--- config.mk ---
export PLATFORM = sky130hd
export DESIGN_NAME = instr_issue
export DESIGN_NICKNAME = d
export VERILOG_FILES = /design/src/rtl/instr_issue.sv
export SDC_FILE = /design/constraint.sdc
export NUM_CORES = 1
export LEC_CHECK = 0
export CAP_MARGIN = 20
export CORE_UTILIZATION = 67
export CTS_BUF_LIST = sky130_fd_sc_hd__clkbuf_16
export DETAILED_ROUTE_END_ITERATION = 16
export PLACE_DENSITY = 0.85
export SYNTH_ARGS = -nofsm -noshare
export SYNTH_HDL_FRONTEND = slang
export SYNTH_SLANG_ARGS = --single-unit
export TNS_END_PERCENT = 30
--- constraint.sdc ---
create_clock -name clk -period 10 [get_ports clk]
set_clock_uncertainty 0.05 [all_clocks]
set_input_delay 1 -clock clk [delete_from_list [all_inputs] [get_ports clk]]
set_output_delay 1 -clock clk [all_outputs]
set_load 0.02 [all_outputs]
--- src/rtl/instr_issue.sv ---
// Instruction issue unit: loadable program memory stepped by a word-indexed
// program counter, offering one instruction per valid/ready handshake and
// halting on a SYSTEM-opcode sentinel, the last memory word, or a stop request.
module instr_issue #(
  parameter int DEPTH = 32,
  parameter int AW    = 5
) (
  input  logic          clk,
  input  logic          rst,
  input  logic          load_en,
  input  logic [AW-1:0] load_addr,
  input  logic [31:0]   load_data,
  input  logic          start,
  input  logic          stop,
  input  logic          instr_ready,
  output logic [31:0]   Instruction,
  output logic          instr_valid,
  output logic [31:0]   pc,
  output logic          busy,
  output logic          done,
  output logic [1:0]    halt_cause,
  output logic [15:0]   issue_count
);

  typedef enum logic [1:0] {
    IDLE  = 2'b00,
    FETCH = 2'b01,
    ISSUE = 2'b10,
    DONE  = 2'b11
  } state_t;

  typedef enum logic [1:0] {
    CAUSE_NONE     = 2'b00,
    CAUSE_SENTINEL = 2'b01,
    CAUSE_END      = 2'b10,
    CAUSE_ABORT    = 2'b11
  } cause_t;

  localparam logic [6:0]    SYS_OPCODE = 7'b1110011;
  localparam logic [AW-1:0] LAST_IDX   = AW'(DEPTH - 1);

  logic [31:0]   mem_q [DEPTH];

  state_t        state_q, state_d;
  logic [AW-1:0] pc_idx_q, pc_idx_d;
  logic [31:0]   instr_q, instr_d;
  logic          valid_q, valid_d;
  cause_t        cause_q, cause_d;
  logic [15:0]   count_q, count_d;
  logic          mem_we;

  logic [AW-1:0] next_idx;
  logic [31:0]   cur_word;
  logic [31:0]   next_word;
  logic          cur_is_sentinel;
  logic          next_is_sentinel;
  logic          xfer;

  // Combinational reads of the current and following program words.
  always_comb begin
    next_idx         = pc_idx_q + AW'(1);
    cur_word         = mem_q[pc_idx_q];
    next_word        = mem_q[next_idx];
    cur_is_sentinel  = (cur_word[6:0] == SYS_OPCODE);
    next_is_sentinel = (next_word[6:0] == SYS_OPCODE);
    xfer             = valid_q && instr_ready;
  end

  // Next-state logic: sequencing, halt detection and program-write gating.
  always_comb begin
    state_d  = state_q;
    pc_idx_d = pc_idx_q;
    instr_d  = instr_q;
    valid_d  = valid_q;
    cause_d  = cause_q;
    count_d  = count_q;
    mem_we   = 1'b0;

    unique case (state_q)
      IDLE, DONE: begin
        mem_we = load_en;
        if (start) begin
          state_d  = FETCH;
          pc_idx_d = '0;
          count_d  = '0;
          cause_d  = CAUSE_NONE;
        end
      end
      FETCH: begin
        if (stop) begin
          state_d = IDLE;
          cause_d = CAUSE_ABORT;
          valid_d = 1'b0;
        end else if (cur_is_sentinel) begin
          state_d = DONE;
          cause_d = CAUSE_SENTINEL;
        end else begin
          state_d = ISSUE;
          instr_d = cur_word;
          valid_d = 1'b1;
        end
      end
      ISSUE: begin
        // A transfer coinciding with stop still counts; only the advance is dropped.
        if (xfer) begin
          count_d = count_q + 16'd1;
        end
        if (stop) begin
          state_d = IDLE;
          cause_d = CAUSE_ABORT;
          valid_d = 1'b0;
        end else if (xfer) begin
          if (pc_idx_q == LAST_IDX) begin
            state_d = DONE;
            cause_d = CAUSE_END;
            valid_d = 1'b0;
          end else begin
            pc_idx_d = next_idx;
            if (next_is_sentinel) begin
              state_d = DONE;
              cause_d = CAUSE_SENTINEL;
              valid_d = 1'b0;
            end else begin
              instr_d = next_word;
            end
          end
        end
      end
      default: ;
    endcase
  end

  // State and output registers with synchronous reset.
  always_ff @(posedge clk) begin
    if (rst) begin
      state_q  <= IDLE;
      pc_idx_q <= '0;
      instr_q  <= '0;
      valid_q  <= 1'b0;
      cause_q  <= CAUSE_NONE;
      count_q  <= '0;
    end else begin
      state_q  <= state_d;
      pc_idx_q <= pc_idx_d;
      instr_q  <= instr_d;
      valid_q  <= valid_d;
      cause_q  <= cause_d;
      count_q  <= count_d;
    end
  end

  // Program memory write port; contents survive reset.
  always_ff @(posedge clk) begin
    if (mem_we && !rst) begin
      mem_q[load_addr] <= load_data;
    end
  end

  assign Instruction = instr_q;
  assign instr_valid = valid_q;
  assign pc          = {{(30 - AW){1'b0}}, pc_idx_q, 2'b00};
  assign busy        = (state_q == FETCH) || (state_q == ISSUE);
  assign done        = (state_q == DONE);
  assign halt_cause  = cause_q;
  assign issue_count = count_q;

endmodule

# [Word-level counts from Yosys, hierarchy flattened]
# Memory sizes are Yosys's and may differ from the RTL's. A register that Yosys moved wholly into a read port is not among the register bits.
# Index checks and enable logic that the tools add are counted.
# W data, S select, Z words.
[classes] n_eq_ne=17 reduce_logical=14 mux=43 add_sub_neg=2
[ops] op="$mux W32" count=6
[ops] op="$pmux W32 S2" count=1
[ops] op="$mux W16" count=2
[ops] op="$pmux W16 S2" count=1
[ops] op="$mux W5" count=6
[ops] op="$mux W2" count=13
[ops] op="$add A16 B1 Y16 const B" count=1
[ops] op="$eq A7 B7 Y1 const B" count=2
[ops] op="$ne A2 B2 Y1 const B" count=7
[ops] op="$pmux W2 S3" count=2
[ops] op="$mux W1" count=10
[ops] op="$pmux W5 S2" count=1
[ops] op="$ne A3 B3 Y1 const B" count=3
[ops] op="$reduce_and A4 Y1" count=2
[ops] op="$reduce_and A7 Y1" count=1
[ops] op="$reduce_and A3 Y1" count=2
[ops] op="$add A5 B1 Y5 const B" count=1
[ops] op="$eq A5 B5 Y1 const B" count=1
[ops] op="$reduce_and A5 Y1" count=1
[ops] op="$eq A2 B2 Y1 const B" count=2
[ops] op="$ne A4 B4 Y1 const B" count=1
[ops] op="$reduce_bool A2 Y1" count=2
[ops] op="$eq A2 B1 Y1 const B" count=1
[ops] op="$logic_and A1 B1 Y1" count=2
[ops] op="other kinds (5)" count=5
[totals] mem_count=1 inputBits=43 regBits=58 mem_bits_rw=1024 output_inout_bits=85 elab_cells=83
[mem_list] memory="mem_q" depth=32 width=32 read_ports=2 rd_clocked_by_memory_dff=1 wr=1 line="42" source="logic [31:0] mem_q [DEPTH];"

# [Depth between registers and ports, before layout]
# An unclocked memory read counts as a cell.
[logic_depth] ltp_word=8 mapped_depth=14 mapped_depth_nobuf=10

# [Worst setup path after synthesis]
# No wires, ideal clock.
[synth_timing] kind="in2reg" from="in rst" to="mem mem_q[12][0], enable pin" t_arrival_ns=3.283 n_path_buf=2 path_stages=6 required_time_ns=9.529 slack_ns=6.246 setup_ns=0.421 path_cell_list="clkbuf_1 inv_1 nand3_1 or3_1 clkbuf_1 nor2_1"
[synth_between] elab_chain_len=4
[synth_lines] element="from (decl)" line="9" source="input logic rst,"
[synth_lines] element="$logic_not A1 Y1" line="154" source="if (mem_we && !rst) begin"
[synth_lines] element="$logic_and A1 B1 Y1" line="154"
[synth_lines] element="$mux W1" line="154"
[synth_lines] element="$mux W1 (not written as such)" line="155" source="mem_q[load_addr] <= load_data;"
[synth_lines] element="to (decl)" line="42"
# Every way passes these cells.

# [Worst setup path after layout]
[layout_timing] from="reg pc_idx_q[0]" to="reg instr_q[15] (netlist: Instruction[15])"
[layout_between] elab_chain_len=7 word_cells_on_any_way=12 cone_classes="add/sub: 1; eq/ne: 4; mux: 5; reduce/logical: 1; memory: 1"
[layout_lines] element="from (decl)" line="45" source="logic [AW-1:0] pc_idx_q, pc_idx_d;"
[layout_lines] element="from (signal assigned)" line="144" source="pc_idx_q <= pc_idx_d;"
[layout_lines] element="$add A5 B1 Y5" line="61" source="next_idx = pc_idx_q + AW'(1);"
[layout_lines] element="$mem_v2 Z32 W32"
[layout_lines] element="$mux W32" line="119" source="if (next_is_sentinel) begin"
[layout_lines] element="$mux W32" line="113" source="if (pc_idx_q == LAST_IDX) begin"
[layout_lines] element="$mux W32" line="112" source="end else if (xfer) begin"
[layout_lines] element="$mux W32" line="108" source="if (stop) begin"
[layout_lines] element="$pmux W32 S2" line="79" source="unique case (state_q)"
[layout_lines] element="to (signal assigned)" line="145" source="instr_q <= instr_d;"
[layout_lines] element="to (decl)" line="46" source="logic [31:0] instr_q, instr_d;"
# Parallel ways exist; a longest one is shown, timed or not. The select of a mux whose other input is x is not followed.
# A chain may end at the register's enable or synchronous reset.

==> results.ini <==
[clock_tree]
cts_setup_buffers=0
post_cts_resized=0
cts_max_level=3
numCtsBuffers=105
clk_latency_ns=0.68
root_buffer=clkbuf_16
cts.sinks=1087
clock_path_buffers=3
clkTransAtPathRegs_ns=0.06
cts_tree=done
holdBufCountCts=0

[timing]
period_share=0.550
fmax_mhz=182
fin_tns_setup_ns=0
maxSlewViolCount=0
setup_viol=0
max_slew_margin=0.142
worstMarginPinSlew_ns=1.29
finalHoldViolCount=0
period_needed_ns=5.50
rsz0062_at_grt=no

[critical_path]
worst_setup_path_start_kind=flip-flop
crit_top_cell=buf_4
cp.depth=11
worst-r2r-setup-slack_ns=4.50
crit_arrival_ns=6.04
ff2ff_path_depth=11
crit_fanout=33
endpoint_kind=flip-flop
cpLargestDelayFamily=buffers and inverters
slowest_delay_ns=0.83
cpMaxStageDelayCell=dfxtp_4
crit_chain=nand3_1 > xnor2_2 > buf_4 > buf_4 > mux4_2 > mux2_2 > nor4b_2 > a21o_1 > buf_4 > nand3_1 > a21oi_1
critPathKind=flip-flop to flip-flop
critPathRequiredTime_ns=10.54
worst-path-buf-inv=3

[logic_synthesis]
synth-edff-count=1024
synth_top_area_frac=0.614
synth_warnings=0
synth_cell_types=57
ys_seq_elements=1087
async_flop_share=0
ys.flop_type=edfxtp_1
yosysTopAreaCell=edfxtp_1
syn_area_per_cell_sq_um=20.6
synth_area_leaders=edfxtp_1 (61%), mux4_2 (27%), dfxtp_1 (2.5%)
synth_cells=2432
yosysSeqAreaShare=0.639
netlist_area_sq_mm=0.0501

[floorplanning]
die-area_sq_mm=0.0759
dieHeight_um=275
fp-row-count=99
die_w_um=275
num_io_pins=128
core_sq_mm=0.0735
initial_utilization=0.682

[power_and_ir_drop]
p_clk_frac=0.428
combPwrFrac=0.035
swShare=0.215
p_leak_nw=16.3
ir_worst_vdd_mv=0.190
pwr-share-seq=0.537
power.switching_mw=2.01
power.density_mw_per_mm2=168
p_int_mw=7.34
power_mw=9.35

[cells_and_area]
final_cells=3574
layout.nets=2567
drive_above_1_share=0.340
post-route-util=0.759
area_delta_synth_final_pct=11.3
layout_commonest_cell=edfxtp_1
mostFrequentLayoutCells=edfxtp_1 (1024), mux4_2 (608), clkbuf_16 (107), clkdlybuf4s50_1 (99), mux2i_1 (75)

[detailed_routing]
drt_wl_total_um=148000
first_pass_iters=6
ant_nets=0
route.vias.total=29300
drtIter0Drc=4912
avgRoutedWirePerCell_um=41.3
drc_errors=0
viasPerCell=8.19

[hold_path]
hp-class=flip-flop to flip-flop
hold_depth=2

[grt]
grtUsageTotal=0.397
antenna_found_initial=9
overflow=0
grt_pass1_wl_um=209000
grt_pass1_vias=30000
grt_max_degree=113

[place]
dp_cells=3366
dpl.hpwl_um=76100
portBuffers=100
place.gp.congestion=0.892

[status]
outcome=finished, final reports clean

[flow_run]
maxCapViolCount=0

==> sequential cells by signal, summed over array words and instances, names as in the netlist, named ones only <==
register     count
Instruction     32
halt_cause       2
mem_q         1024
pc_idx_q         5
issue_count     16
state_q          2
instr_valid      1
==> power by group through the flow <==
stage	combinational, mW	sequential (mW)	clock, mW
2_1_floorplan	0.147	5.12	0
3_3_place_gp	0.291	5.12	0
3_5_place_dp	0.303	5.12	0
4_1_cts	0.310	5.02	3.99
5_1_grt	0.334	5.02	4.14
6_report	0.325	5.03	4.00
==> path summary, 6_finish.rpt <==
path                         from         endpoint
setup / recovery      pc_idx_q[0]  Instruction[15]
setup reg to reg      pc_idx_q[0]  Instruction[15]
hold / removal    Instruction[11]  Instruction[11]
hold reg to reg   Instruction[11]  Instruction[11]
==> cell families after synthesis <==
family	count (synthesis)	synth area share
adders and majority gates	6	0.00150
buffers and inverters	222	0.0208
muxes	684	0.289
xor gates and xnor gates	14	0.00245
AOI/OAI and AO/OA	189	0.0246
DFF	1087	0.639
and+or+nand+nor	229	0.0231
other	1	0.0000748
==> cells in the mapped netlist (13+ instances only) <==
cell	instances
nor2b_1	30
buf_1	26
o22ai_1	13
buf_4	38
mux2i_1	75
nand2_1	32
dfxtp_1	63
nand3_1	48
a211oi_1	27
nor2_1	65
buf_2	34
mux4_2	608
edfxtp_1	1024
clkbuf_1	114
o211ai_1	30
a21oi_1	72
==> layout make-up <==
cell class / count / area, sq um
antenna: 6 / 15.0
clock buffer: 107 / 2680
clock inverter: 91 / 754
fill: 3686 / 17700
inverter: 7 / 26.3
multi-input combinational: 1149 / 17500
sequential: 1087 / 32000
tap: 959 / 1200
timing repair buffer: 168 / 1600
==> worst register-to-register path, stage by stage, from the launching register on <==
cell and delay, ns:
dfxtp_4 0.83, nand3_1 0.33, xnor2_2 0.21, buf_4 0.62, buf_4 0.77, mux4_2 0.66
mux2_2 0.30, nor4b_2 0.58, a21o_1 0.19, buf_4 0.41, nand3_1 0.25, a21oi_1 0.23
==> through the flow <==
step | hold WS, ns | instance area, sq um | setup slack [ns]
floorplan | 0.433 | 50200 | 6.25
global placement | 0.417 | 52200 | 4.78
detailed placement | 0.428 | 52200 | 4.71
CTS | 0.439 | 55700 | 4.54
global route | 0.454 | 55800 | 4.31
finish | 0.442 | 55800 | 4.50
==> routing by layer <==
metal  wire (um)  track usage  vias to the layer above  share of wire
met5          91      0.00188                        -        0.00062
met4        9680        0.214                        8          0.066
met3       21700        0.116                      708           0.15
met2       69500        0.613                     2943           0.47
met1       46700        0.520                    14900           0.32
li1            -            -                    10700              -
No activity file was read; power rests on OpenSTA's default activity.
